### src/rtl/mux_rr_param.sv
// mux_rr_param: N-to-1 valid/ready stream multiplexer with round-robin
// arbitration and a single registered output stage (N = 2**bitsel).
// Optional packet locking is compiled in with `define MUX_RR_LOCK_EN. It adds
// in_last/out_last and holds the grant on one input until its last beat.
module mux_rr_param #(
  parameter int WD     = 8,
  parameter int bitsel = 2
) (
  input  logic                       clk,
  input  logic                       rst_n,
  input  logic [WD-1:0]              in_data [(1<<bitsel)],
  input  logic [(1<<bitsel)-1:0]     in_valid,
  output logic [(1<<bitsel)-1:0]     in_ready,
`ifdef MUX_RR_LOCK_EN
  input  logic [(1<<bitsel)-1:0]     in_last,
  output logic                       out_last,
`endif
  output logic [WD-1:0]              out_data,
  output logic                       out_valid,
  output logic [bitsel-1:0]          out_sel,
  input  logic                       out_ready
);

  localparam int N = 1 << bitsel;

  logic [WD-1:0]     out_data_reg;
  logic              out_valid_reg;
  logic [bitsel-1:0] out_sel_reg;
  logic [bitsel-1:0] ptr_reg;

  logic              load;
  logic              grant_any;
  logic [bitsel-1:0] grant_idx;
  logic [bitsel-1:0] search_idx;

`ifdef MUX_RR_LOCK_EN
  logic              out_last_reg;
  logic              lock_reg;
  logic [bitsel-1:0] lock_sel_reg;
`endif

  // The output register can take a new beat when empty or draining this cycle.
  assign load = ~out_valid_reg | out_ready;

  // Round-robin search starting just after the last granted input, wrapping mod N.
  always_comb begin
    grant_any  = 1'b0;
    grant_idx  = '0;
    search_idx = '0;
    for (int k = 1; k <= N; k++) begin
      search_idx = ptr_reg + k[bitsel-1:0];
      if (!grant_any && in_valid[search_idx]) begin
        grant_any = 1'b1;
        grant_idx = search_idx;
      end
    end
`ifdef MUX_RR_LOCK_EN
    // While a packet is open only its owner may be granted, even when idle.
    if (lock_reg) begin
      grant_any = in_valid[lock_sel_reg];
      grant_idx = lock_sel_reg;
    end
`endif
  end

  // One-hot ready: only the granted input sees ready, and only when we can load.
  generate
    for (genvar gi = 0; gi < N; gi++) begin : g_ready
      assign in_ready[gi] = load & grant_any & (grant_idx == bitsel'(gi));
    end
  endgenerate

  // Output stage, round-robin pointer and (optionally) lock state.
  always_ff @(posedge clk or negedge rst_n) begin
    if (!rst_n) begin
      out_data_reg  <= '0;
      out_valid_reg <= 1'b0;
      out_sel_reg   <= '0;
      ptr_reg       <= '1;
`ifdef MUX_RR_LOCK_EN
      out_last_reg  <= 1'b0;
      lock_reg      <= 1'b0;
      lock_sel_reg  <= '0;
`endif
    end else if (load) begin
      if (grant_any) begin
        out_data_reg  <= in_data[grant_idx];
        out_sel_reg   <= grant_idx;
        out_valid_reg <= 1'b1;
`ifdef MUX_RR_LOCK_EN
        out_last_reg  <= in_last[grant_idx];
        if (in_last[grant_idx]) begin
          lock_reg <= 1'b0;
          ptr_reg  <= grant_idx;
        end else begin
          lock_reg     <= 1'b1;
          lock_sel_reg <= grant_idx;
        end
`else
        ptr_reg       <= grant_idx;
`endif
      end else begin
        out_valid_reg <= 1'b0;
      end
    end
  end

  assign out_data  = out_data_reg;
  assign out_valid = out_valid_reg;
  assign out_sel   = out_sel_reg;
`ifdef MUX_RR_LOCK_EN
  assign out_last  = out_last_reg;
`endif

endmodule
### config.mk
export PLATFORM = sky130hd
export DESIGN_NAME = mux_rr_param
export DESIGN_NICKNAME = d
export VERILOG_FILES = /design/src/rtl/mux_rr_param.sv
export SDC_FILE = /design/constraint.sdc
export NUM_CORES = 1
export LEC_CHECK = 0
export ABC_AREA = 1
export CAP_MARGIN = 10
export CORE_ASPECT_RATIO = 1.1
export CORE_MARGIN = 2
export CORE_UTILIZATION = 37
export DETAILED_ROUTE_END_ITERATION = 8
export GPL_ROUTABILITY_DRIVEN = 0
export PLACE_DENSITY = 0.87
export RECOVER_POWER = 25
export SYNTH_ARGS = -nofsm -noshare
export SYNTH_HDL_FRONTEND = slang
export SYNTH_SLANG_ARGS = --single-unit
### constraint.sdc
create_clock -name clk -period 2 [get_ports clk]
set_clock_uncertainty 0.05 [all_clocks]
set_input_delay 0.4 -clock clk [delete_from_list [all_inputs] [get_ports clk]]
set_output_delay 0.4 -clock clk [all_outputs]
set_load 0.005 [all_outputs]
==> metrics.cfg, run 1 <==
[status]
status=complete, but fails checks
violations=negative setup slack

[floorplanning]
io_pins=54
rows=21
die_h_um=62.2
die_w_um=56.9
start_util_pct=38.1
coreArea_um2=3000
dieArea_um2=3540

[flow_run]
maxCapViolations=0

[detailed_routing]
wire_per_inst_um=12.2
vias_per_cell=4.82
vias=1321
drtIter0Drc=20
drc_errors=0
dr.pass1.iters=4
routed_wl_mm=3.34
drtAntennaViolNets=0

[synth]
synth-seq-cells=13
synth.most_common_cell=nand2_1
yosysSeqAreaShare_pct=28.8
synthesis.instances=167
synth_top_area_share_pct=24.1
synth_area_per_cell_um2=6.83
ys_async_sr_fraction_pct=100
synth_area_leaders=dfrtp_1 24%, nand2_1 24%, nand3_1 12%, nand2_2 10%, nand2_4 5.9%
yosysTopAreaCell=dfrtp_1
synth_common_cells=73 x nand2_1, 27 x nand3_1, 19 x nand2_2
syn-num-nets=206
synth_edf_count=0
syn_area_um2=1140
synth_flop_cell=dfrtp_1
ys_types=23
yosys_warnings=0

[timing]
period_share_pct=119
fin_crit_ns=2.39
hold_ws_ns=0.441
fin_ws_ns=-0.389
max_slew_margin_pct=61.7
hold_viol=0
rsz0062_at_grt=yes
tightest_slew_ns=0.573
finalSetupViolations=14
fmax_ghz=0.419
slew_viol_final=0

[global_route]
grt_pass1_wl_mm=5.62
antenna_found_initial=0
grt_pass1_vias=1292
grt_overflow=0
grt_max_degree=17
track_usage_pct=20.0

[clock_network]
cts-buffers-inserted=3
clk_latency_ns=0.28
cts_tree=built
ctsLongestPathBuffers=2
cts.reportedPaths.clkPinSlew_ns=0.08
cts_max_level=1
cts-root-buf=clkbuf_4
numClockSinks=13

[place]
io_buffers=53
hpwl_mm=2.52
placed_area_um2=1800
pre_cts_ws_ns=-0.689

[critical_path]
crit_fanout=7
cp.arrival_ns=1.94
end_kind=primary output
path_class=reg2out
start_kind=flop
cp.required_ns=1.55

[power]
leakage_nw=0.965
power_density_nw_per_um2=1810
peakVddDrop_uv=1290

[cells_and_area]
largest_reg_flops=8
nNetsFinal=280
diodes=0
fillers=266
fin_area_um2=1950
syn_to_final_growth_pct=71.0
drive_gt1_share_pct=34.6

[min_path]
hp-class=reg2reg

-- routing by layer --
metal  vias to the layer above  wire, um  track usage [%]
li1                        673         -                -
met1                       601      1280             21.5
met2                        42      1850             37.9
met3                         5       182             4.58
met4                         0        29             5.23
met5                         -         0                0
-- cells by family after synthesis --
group / count (synthesis) / synth area share, %
and+or+nand+nor: 138 / 61.6
DFF: 13 / 28.8
buffers and inverters: 12 / 7.03
AOI/OAI and AO/OA: 4 / 2.63
-- layout by cell type (no fill, tap or decap), types with 2 or more instances in the layout --
| cell | instances |
|---|---|
| nand2_4 | 14 |
| buf_4 | 18 |
| clkdlybuf4s50_1 | 48 |
| dfstp_2 | 2 |
| nor2_4 | 4 |
| nand3_1 | 23 |
| clkbuf_4 | 3 |
| buf_6 | 3 |
| nor2_2 | 4 |
| nand3_2 | 6 |
| dfrtp_1 | 11 |
| inv_1 | 2 |
| inv_2 | 3 |
| nand2_2 | 16 |
| nand2_1 | 68 |
| buf_2 | 4 |
-- area by class of cell --
class                           count  area, um2  area share [%]
Timing Repair Buffer               74        679            34.9
Clock buffer                        4       26.3            1.35
Tap cell                           34       42.5            2.18
Multi-Input combinational cell    142        840            43.1
Inverter                            7       33.8            1.73
Sequential cell                    13        328            16.8
-- final timing paths --
| check | to | startpoint | cells after the start | slack, ns |
|---|---|---|---|---|
| worst max-delay path | in_ready[1] | ptr_reg[0] | 10 | -0.39 |
| worst min-delay path | out_sel[1] | out_sel[1] | 2 | 0.44 |
| worst max register to register | out_data[2] | ptr_reg[0] | 13 | -0.18 |
| worst min register to register | out_sel[1] | out_sel[1] | 2 | 0.44 |
| max in group asynchronous | out_data[2] | rst_n | 1 | 1.02 |
| min in group asynchronous | out_sel[1] | rst_n | 1 | 0.50 |
-- worst max-delay path: stages, from the launching register on --
cell and delay, ns:
dfstp_2 0.66, inv_6 0.09, nand2_4 0.11, nand2_4 0.06, o21ai_4 0.18, nor2_4 0.07, nand2_1 0.07, nand3_2 0.09
buf_6 0.14, nor2_2 0.07, buf_2 0.11
-- stage by stage --
| step | utilization (%) | setup TNS (ns) | power (mW) | instances |
|---|---|---|---|---|
| 2_1_floorplan | - | -0.140 | 2.25 | 167 |
| 3_3_place_gp | 60.2 | -4.06 | 3.02 | 263 |
| 3_5_place_dp | 60.2 | -4.59 | 3.08 | 263 |
| 4_1_cts | 65.1 | -2.78 | 3.54 | 274 |
| 5_1_grt | 65.1 | -4.49 | 3.84 | 274 |
| 6_report | 65.1 | -3.01 | 3.53 | 274 |
-- what timing repair did --
item | in CTS | in global routing
hold buffers | 0 | 0
setup endpoints to repair | 8 | 14
setup buffers | 9 | 0
pin swaps | 25 | 4
gates resized for setup | 37 | 0
-- report_power, final --
group | switching (mW) | internal (mW) | leakage, nW
logic | 1.56 | 1.28 | 0.795
clock network | 0.0829 | 0.0774 | 0.0150
registers | 0.108 | 0.417 | 0.155
total | 1.75 | 1.78 | 0.965
Note: power is estimated with default switching activity, not from simulation.
==> inputs of run 2 (changes only) <==
--- a/config.mk
+++ b/config.mk
@@ -9,10 +9,10 @@
 export CAP_MARGIN = 10
 export CORE_ASPECT_RATIO = 1.1
 export CORE_MARGIN = 2
-export CORE_UTILIZATION = 37
+export CORE_UTILIZATION = 44
 export DETAILED_ROUTE_END_ITERATION = 8
 export GPL_ROUTABILITY_DRIVEN = 0
-export PLACE_DENSITY = 0.87
+export PLACE_DENSITY = 0.95
 export RECOVER_POWER = 25
 export SYNTH_ARGS = -nofsm -noshare
 export SYNTH_HDL_FRONTEND = slang
==> constraint.sdc (replaced) <==
create_clock -name clk -period 3.1 [get_ports clk]
set_clock_uncertainty 0.05 [all_clocks]
set_input_delay 0.62 -clock clk [delete_from_list [all_inputs] [get_ports clk]]
set_output_delay 0.62 -clock clk [all_outputs]
set_load 0.005 [all_outputs]
==> metrics.cfg, run 2 (synthesis gave the netlist of run 1 again) <==
[status]
status=finished, final reports clean

[detailed_routing]
vias=1317
drc_errors=0
wire_per_inst_um=12.4
drtAntennaViolNets=0
dr.pass1.iters=4
vias_per_cell=5.05
drtIter0Drc=40
routed_wl_mm=3.23

[timing]
fmax_ghz=0.346
rsz0062_at_grt=no
fin_crit_ns=2.89
slew_viol_final=0
tightest_slew_ns=0.572
hold_viol=0
finalSetupViolations=0
max_slew_margin_pct=61.8
period_share_pct=93.2
fin_ws_ns=0.211

[global_route]
grt_pass1_wl_mm=5.09
grt_overflow=0
track_usage_pct=22.5
grt_max_degree=17
grt_pass1_vias=1235
antenna_found_initial=0

[floorplanning]
rows=19
die_h_um=57.4
dieArea_um2=3010
start_util_pct=46.1
io_pins=54
die_w_um=52.5
coreArea_um2=2470

[clock_network]
numClockSinks=13
ctsLongestPathBuffers=2
cts_max_level=1
clk_latency_ns=0.27
cts-hold-fix-buffers=0
cts.reportedPaths.clkPinSlew_ns=0.07
cts-root-buf=clkbuf_4
cts-buffers-inserted=3
cts_tree=built

[power]
power_density_nw_per_um2=1130
leakage_nw=0.935
peakVddDrop_uv=793

[place]
dp_cells=254
io_buffers=53
hpwl_mm=2.47
pre_cts_ws_ns=-0.106

[min_path]
whs_path_depth=2
hp-class=reg2reg
hold-path-endpoint=out_sel[1]
min_from=out_sel[1]

[critical_path]
cp.arrival_ns=2.22
end_kind=primary output
cp.required_ns=2.43
crit_path_start=in_valid[1]
crit_fanout=5
rr_worst_depth=13
r2r-end=out_data[0]
path_class=in2out
r2r_setup_slack_ns=1.02
start_kind=input port
r2r-start=ptr_reg[0]

[cells_and_area]
mostFrequentLayoutCells=71 x nand2_1, 46 x clkdlybuf4s50_1, 26 x nand3_1, 21 x nand2_2
diodes=0
nNetsFinal=270
drive_gt1_share_pct=25.7
finalNonFillerCells=261
layout_commonest_cell=nand2_1
largest_reg_flops=8
syn_to_final_growth_pct=57.0

[flow_run]
maxCapViolations=0

## run 2: report_power, final
| part | internal (mW) | total [mW] | switching [mW] |
|---|---|---|---|
| combinational | 0.673 | 1.57 | 0.899 |
| sequential | 0.269 | 0.339 | 0.0697 |
| clock | 0.0499 | 0.104 | 0.0536 |
## run 2: what timing repair did
| action | 4_1_cts | 5_1_grt |
|---|---|---|
| endpoints found under the setup margin | 4 | 3 |
| pin swaps | 1 | 4 |
| setup buffers | 0 | 3 |
| resized for setup | 4 | 6 |
| hold endpoints to repair | 0 | 0 |
## run 2: through the flow
stage / utilization (%) / hold slack, ns / total power, mW / setup TNS, ns / cell area [um2]
finish: 72.4 / 0.442 / 2.01 / 0 / 1790
floorplan: - / 0.274 / 1.39 / 0 / 1140
detailed placement: 69.6 / 0.431 / 1.88 / -0.153 / 1720
CTS: 70.9 / 0.450 / 2.00 / 0 / 1750
global route: 72.4 / 0.479 / 2.19 / 0 / 1790
global placement: 69.6 / 0.420 / 1.83 / -0.0675 / 1720
## run 2: critical path: stages
cell and delay, ns:
clkdlybuf4s50_1 0.49, nand2_1 0.08, nand3_1 0.11, nand2_2 0.10
nand2_1 0.12, nand2_2 0.07, nand2_4 0.11, nand3_2 0.12
nor2_2 0.12, dlygate4sd2_1 0.25
## run 2: worst max path at each step
stage	end	slack, ns	cells past startpoint
floorplan	in_ready[1]	0.83	12
global placement	in_ready[0]	-0.07	10
detailed placement	in_ready[0]	-0.11	10
CTS	in_ready[2]	0.004	11
global route	in_ready[0]	0.16	10
finish	in_ready[0]	0.21	10
## run 2: per-layer routing
layer  part of all wire, %  vias up  track usage, %
met5                     0        -               0
met4                   2.3        0            8.06
met3                   6.4        8            4.71
met2                    54       56            42.1
met1                    37      596            24.0
li1                      -      657               -
## run 2: final cells by class
cell class | count | area [um2]
clock buffers | 4 | 26.3
fillers | 182 | 683
inverters | 7 | 31.3
multi-input cells | 142 | 744
flip-flops and latches | 13 | 328
well taps | 31 | 38.8
repair buffers | 64 | 621
